==> src/rtl/loader_pkg.sv <==
// Shared types and constants for the UART program loader and its receiver.
// Latency: n/a (types and constants only).
// Backpressure: n/a.
package loader_pkg;

    // Loader progress through the image: count header, payload, then terminal states.
    typedef enum logic [1:0] {
        LD_LEN,
        LD_DATA,
        LD_DONE,
        LD_ERR
    } loader_state_t;

    // Receiver framing phases for one 8N1 character.
    typedef enum logic [1:0] {
        RX_IDLE,
        RX_START,
        RX_DATA,
        RX_STOP
    } rx_state_t;

    // The word-count header is 4 bytes; instruction words are also 4 bytes.
    localparam int IMAGE_HDR_BYTES = 4;

endpackage

==> src/rtl/uart_rx.sv <==
// 8N1 UART receiver with 2-FF input synchronizer and mid-bit sampling.
// Latency: rx_valid/rx_ferr pulse the cycle after the mid-stop-bit sample.
// Backpressure: none; a new start edge is accepted right after the stop sample.
module uart_rx
    import loader_pkg::*;
#(
    parameter int CLKS_PER_BIT = 434
) (
    input  logic       clk,
    input  logic       rst,
    input  logic       rx,
    output logic [7:0] rx_byte,
    output logic       rx_valid,
    output logic       rx_ferr
);

    localparam int CW = (CLKS_PER_BIT > 2) ? $clog2(CLKS_PER_BIT) : 2;
    localparam logic [CW-1:0] FULL = CW'(CLKS_PER_BIT - 1);
    localparam logic [CW-1:0] HALF = CW'(CLKS_PER_BIT / 2 - 1);

    rx_state_t     state_q;
    rx_state_t     state_d;
    logic          rx_s1;
    logic          rx_s2;
    logic          rx_prev;
    logic [CW-1:0] baud_cnt;
    logic [2:0]    bit_idx;

    // Next-state logic: falling edge starts a frame, a high line at mid-start is a glitch.
    always_comb begin
        state_d = state_q;
        case (state_q)
            RX_IDLE:  if (rx_prev && !rx_s2) state_d = RX_START;
            RX_START: if (baud_cnt == HALF) state_d = rx_s2 ? RX_IDLE : RX_DATA;
            RX_DATA:  if (baud_cnt == FULL && bit_idx == 3'd7) state_d = RX_STOP;
            RX_STOP:  if (baud_cnt == FULL) state_d = RX_IDLE;
            default:  state_d = RX_IDLE;
        endcase
    end

    // State register.
    always_ff @(posedge clk) begin
        if (rst) state_q <= RX_IDLE;
        else     state_q <= state_d;
    end

    // Synchronizer, baud/bit counters, data shift and result pulses.
    always_ff @(posedge clk) begin
        if (rst) begin
            rx_s1    <= 1'b1;
            rx_s2    <= 1'b1;
            rx_prev  <= 1'b1;
            baud_cnt <= '0;
            bit_idx  <= '0;
            rx_byte  <= '0;
            rx_valid <= 1'b0;
            rx_ferr  <= 1'b0;
        end else begin
            rx_s1    <= rx;
            rx_s2    <= rx_s1;
            rx_prev  <= rx_s2;
            rx_valid <= 1'b0;
            rx_ferr  <= 1'b0;

            if (state_q == RX_IDLE || state_d != state_q || baud_cnt == FULL)
                baud_cnt <= '0;
            else
                baud_cnt <= baud_cnt + 1'b1;

            if (state_q == RX_DATA && baud_cnt == FULL) begin
                rx_byte <= {rx_s2, rx_byte[7:1]};
                bit_idx <= bit_idx + 1'b1;
            end

            if (state_q == RX_STOP && baud_cnt == FULL) begin
                if (rx_s2) rx_valid <= 1'b1;
                else       rx_ferr  <= 1'b1;
            end
        end
    end

endmodule

==> src/rtl/uart_program_loader.sv <==
// Boot loader: UART image (32-bit LE count + LE words) written to instruction memory.
// Latency: imem_we one cycle after a word's 4th byte; done/core_rst one cycle after last write.
// Backpressure: none; every received byte is consumed on arrival.
module uart_program_loader
    import loader_pkg::*;
#(
    parameter int CLKS_PER_BIT = 434,
    parameter int ADDR_WIDTH   = 10
) (
    input  logic                  clk,
    input  logic                  rst,
    input  logic                  rx,
    output logic                  imem_we,
    output logic [ADDR_WIDTH-1:0] imem_addr,
    output logic [31:0]           imem_wdata,
    output logic                  core_rst,
    output logic                  load_done,
    output logic                  load_error
);

    localparam logic [1:0]  LAST_IDX  = 2'(IMAGE_HDR_BYTES - 1);
    localparam logic [32:0] MAX_WORDS = 33'd1 << ADDR_WIDTH;

    logic [7:0]    rx_byte;
    logic          rx_valid;
    logic          rx_ferr;
    loader_state_t state_q;
    loader_state_t state_d;
    logic [1:0]    byte_idx;
    logic [23:0]   byte_sr;
    logic [31:0]   remaining;
    logic [31:0]   assembled;
    logic          accepting;
    logic          last_byte;

    uart_rx #(
        .CLKS_PER_BIT(CLKS_PER_BIT)
    ) u_rx (
        .clk     (clk),
        .rst     (rst),
        .rx      (rx),
        .rx_byte (rx_byte),
        .rx_valid(rx_valid),
        .rx_ferr (rx_ferr)
    );

    // The incoming byte completes the little-endian word with the three held bytes.
    assign assembled = {rx_byte, byte_sr};
    assign accepting = (state_q == LD_LEN) || (state_q == LD_DATA);
    assign last_byte = rx_valid && (byte_idx == LAST_IDX);

    // Next-state and status outputs; terminal states hold until reset.
    always_comb begin
        state_d    = state_q;
        core_rst   = 1'b1;
        load_done  = 1'b0;
        load_error = 1'b0;
        case (state_q)
            LD_LEN: begin
                if (rx_ferr)
                    state_d = LD_ERR;
                else if (last_byte) begin
                    if (assembled == 32'd0)
                        state_d = LD_DONE;
                    else if ({1'b0, assembled} > MAX_WORDS)
                        state_d = LD_ERR;
                    else
                        state_d = LD_DATA;
                end
            end
            LD_DATA: begin
                if (rx_ferr)
                    state_d = LD_ERR;
                else if (imem_we && remaining == 32'd0)
                    state_d = LD_DONE;
            end
            LD_DONE: begin
                core_rst  = 1'b0;
                load_done = 1'b1;
            end
            LD_ERR: begin
                load_error = 1'b1;
            end
            default: state_d = LD_ERR;
        endcase
    end

    // State register.
    always_ff @(posedge clk) begin
        if (rst) state_q <= LD_LEN;
        else     state_q <= state_d;
    end

    // Byte assembly, count capture, write issue and post-write address advance.
    always_ff @(posedge clk) begin
        if (rst) begin
            byte_idx   <= '0;
            byte_sr    <= '0;
            remaining  <= '0;
            imem_we    <= 1'b0;
            imem_addr  <= '0;
            imem_wdata <= '0;
        end else begin
            imem_we <= 1'b0;
            if (imem_we)
                imem_addr <= imem_addr + 1'b1;

            if (rx_valid && accepting) begin
                byte_idx <= byte_idx + 1'b1;
                byte_sr  <= {rx_byte, byte_sr[23:8]};
                if (last_byte) begin
                    if (state_q == LD_LEN) begin
                        remaining <= assembled;
                    end else begin
                        imem_we    <= 1'b1;
                        imem_wdata <= assembled;
                        remaining  <= remaining - 32'd1;
                    end
                end
            end
        end
    end

endmodule

==> config.mk <==
export PLATFORM = sky130hd
export DESIGN_NAME = uart_program_loader
export DESIGN_NICKNAME = d
export VERILOG_FILES = /design/src/rtl/loader_pkg.sv /design/src/rtl/uart_rx.sv /design/src/rtl/uart_program_loader.sv
export SDC_FILE = /design/constraint.sdc
export NUM_CORES = 1
export LEC_CHECK = 0
export BUFFER_PORTS_ARGS = -buffer_cell sky130_fd_sc_hd__buf_2
export CAP_MARGIN = 10
export CORE_MARGIN = 3
export CORE_UTILIZATION = 25
export DETAILED_ROUTE_END_ITERATION = 10
export SLEW_MARGIN = 20
export SYNTH_ARGS = -nofsm -noshare
export SYNTH_HDL_FRONTEND = slang
export SYNTH_SLANG_ARGS = --single-unit
==> constraint.sdc <==
create_clock -name clk -period 2.1 [get_ports clk]
set_input_delay 0.42 -clock clk [delete_from_list [all_inputs] [get_ports clk]]
set_output_delay 0.42 -clock clk [all_outputs]
set_load 0.01 [all_outputs]
==> flow_summary.toml <==
[critical_path]
cp_max_fo = 3
critPathTopFamily = "simple AND/OR/NAND/NOR gates"
path_class = "reg -> reg"
cp_cell_sequence = "or4_4 > nand4b_4 > or3_4 > o311a_1 > a221o_1"
start_kind = "flip-flop"
path_buf_inv = 0
cp_slowest_cell = "or4_4"
r2r_slack_ns = 0.04
slowest_delay_ns = 0.55
cp.arrival_ns = 2.37
endpoint_kind = "flip-flop"
cp.required_ns = 2.41

[global_route]
first_global_vias = 5079
grt_first_pass_wirelength_um = 25830
track_usage_pct = 12.89
grt_max_degree = 47
gr-total-overflow = 0
antenna_found_initial = 0

[floorplanning]
initial_core_util_pct = 25.59
die-height_um = 158.5
core_um2 = 22710
fp-row-count = 55
io_pins = 49
die_w_um = 158.5
dieArea_um2 = 25110

[yosys]
synthMostInstantiatedCell = "nand2_1"
synth_nets = 721
synth_flop_cell = "dfxtp_1"
ys_ff_latch = 130
ys_types = 64
async_flop_share_pct = 0
seq_area_frac_synth_pct = 44.79
yosys.area_share.simple_pct = 25.90
synth_top_family_by_area = "simple AND/OR/NAND/NOR gates"
synth_top_area_share_pct = 44.79
netlist_area_um2 = 5811
synth_top_cells_by_area = "dfxtp_1 45%, nand2_1 10%, a21oi_1 6.9%"
synth_commonest_cells = "156 x nand2_1, 130 x dfxtp_1, 80 x a21oi_1, 64 x nor2_1, 38 x clkbuf_1"
synth_xor_xnor_area_share_pct = 2.864
synth_top_cell_by_area = "dfxtp_1"
muxShareOfSynthArea_pct = 5.168
synth_fa_ha_area_share_pct = 1.723
synth-compound-area-share_pct = 15.70
syn_avg_cell_area_um2 = 8.184
synth_edf_count = 0
synthCells = 710
yosysWarnings = 0

[placed_design]
gp_congestion = 0.8646
place_ws_ns = -0.009770
dpl.hpwl_um = 10780
port_buffers = 48

[layout]
nNetsFinal = 794
antenna_cells = 0
area_growth_pct = 26.74
drive_above_1_share_pct = 19.97

[routing]
wl_um = 16140
num_vias = 5315
drt_iter0_markers = 250
routedWlPerCell_um = 14.93
drt-pass1-iter-count = 5
ant_nets = 0
drc_errors = 0
viasPerCell = 4.917

[clock_tree]
h-tree-depth = 4
postCtsSetupBuffers = 0
clock-sinks = 130
clkLatencyLatePin_ns = 0.42
cts_hold_buf = 0
cts_tree = "done"
cts_buffers = 17
clkTransAtPathRegs_ns = 0.06
cts-root-buf = "clkbuf_16"
clockBufferDepth = 2

[pwr]
power_frac_comb_pct = 1.8
power.switching_mw = 1.171
clkPwrFrac_pct = 55.7
ir_drop_uv = 514.4
power_density_nw_per_um2 = 792.3
pwr-share-seq_pct = 42.5
p_leak_nw = 2.881
fin_total_pwr_mw = 5.835
switching_share_pct = 20.06
p_int_mw = 4.664

[sta]
rsz0062_at_grt = "true"
hold_viol = 0
slew_headroom_pct = 55.95
tightest_slew_ns = 0.6548
setup_slack_ns = 0.04331
setup_viol = 0
drv_slew = 0
period_needed_ns = 2.057
fmax_mhz = 486.2
finalCritPeriodShare_pct = 97.94
fin_setup_tns_ns = 0
fin_skew_ns = 0.007193

[flow_run]
drv_cap = 0

[run_status]
outcome = "completed"

[hold_path]
hold_class = "in -> reg"
## cells in the final DEF (no fill, tap or decap), types with 7 or more instances in the layout
master	netlist	routed
mux2i_1	30	30
a221oi_1	8	8
o21ai_0	12	12
dfxtp_1	130	129
buf_2	2	47
nor2_1	64	63
buf_4	0	49
a21oi_1	80	80
a211oi_1	7	7
nor3_1	16	16
xnor2_1	7	7
inv_1	12	12
nor4_1	16	16
nand3_1	17	17
clkbuf_16	0	17
xor2_1	12	12
ha_1	8	8
nand2_1	156	156
## kinds of logic (layout without fill, tap and decap cells)
family / after synthesis / after routing
DFF: 130 / 130
AOI/OAI and AO/OA: 144 / 145
muxes: 30 / 30
adders and majority gates: 8 / 8
buffers and inverters: 59 / 144
xor gates and xnor gates: 19 / 19
and+or+nand+nor: 320 / 320
## path summary, 6_finish.rpt
kind | to | depth (start not counted) | from
max | remaining[30] | 5 | remaining[17]
min | u_rx.rx_s1 | 2 | rx
max reg2reg | remaining[30] | 5 | remaining[17]
min reg2reg | u_rx.rx_s2 | 1 | u_rx.rx_s1
## final cells by class
class | instances | area, um^2
inverter | 12 | 45.04
clock inverter | 10 | 180.2
multi-input combinational | 522 | 3040
clock buffer | 22 | 464.2
sequential | 130 | 2604
timing repair buffer | 100 | 674.4
fill | 2412 | 15340
tap | 285 | 356.6
## metal layers
| metal | track usage, % | wire length (um) | up-vias | part of all wire, % |
|---|---|---|---|---|
| met2 | 20.79 | 7311 | 129 | 45 |
| met1 | 16.85 | 7685 | 2523 | 48 |
| li1 | - | - | 2640 | - |
| met4 | 3.728 | 257 | 0 | 1.6 |
| met5 | 0 | 0 | - | 0 |
| met3 | 3.697 | 888 | 23 | 5.5 |
## flip-flops by register name, indices dropped and copies added (netlist names)
signal / cells
byte_sr: 24
u_rx.bit_idx: 3
u_rx.rx_ferr: 1
u_rx.rx_valid: 1
imem_we: 1
imem_wdata: 32
byte_idx: 2
state_q: 2
u_rx.rx_s2: 1
u_rx.state_q: 2
u_rx.rx_prev: 1
imem_addr: 10
u_rx.rx_s1: 1
remaining: 32
u_rx.baud_cnt: 9
u_rx.rx_byte: 8
## power by group through the flow
stage | clock, mW | combinational, mW | sequential (mW)
after global placement | 0 | 0.103 | 2.53
after global routing | 3.40 | 0.112 | 2.48
after floorplan | 0 | 0.0671 | 2.53
final | 3.25 | 0.104 | 2.48
after detailed placement | 0 | 0.102 | 2.53
after CTS | 3.30 | 0.103 | 2.48
## worst reg2reg max path, cell delays in order (launching register included)
cell,delay [ns]
dfxtp_2,0.31
or4_4,0.55
nand4b_4,0.19
or3_4,0.35
o311a_1,0.29
a221o_1,0.25
## repair_timing
| item | in CTS | in global routing |
|---|---|---|
| setup endpoints to repair | 1 | 24 |
| cloned | 0 | 2 |
| resized for setup | 0 | 11 |
| pin swaps | 1 | 3 |
| hold endpoints to repair | 0 | 0 |
## per-stage QoR
step	utilization, %	instances	cell area (um^2)	hold WS (ns)
2_1_floorplan	-	710	5811	0.3895
3_3_place_gp	29.31	1047	6656	0.4053
3_5_place_dp	29.31	1047	6656	0.4038
4_1_cts	32.15	1079	7301	0.1802
5_1_grt	32.43	1081	7365	0.1949
6_report	32.43	1081	7365	0.1924
No activity file was read; power rests on OpenSTA's default activity.
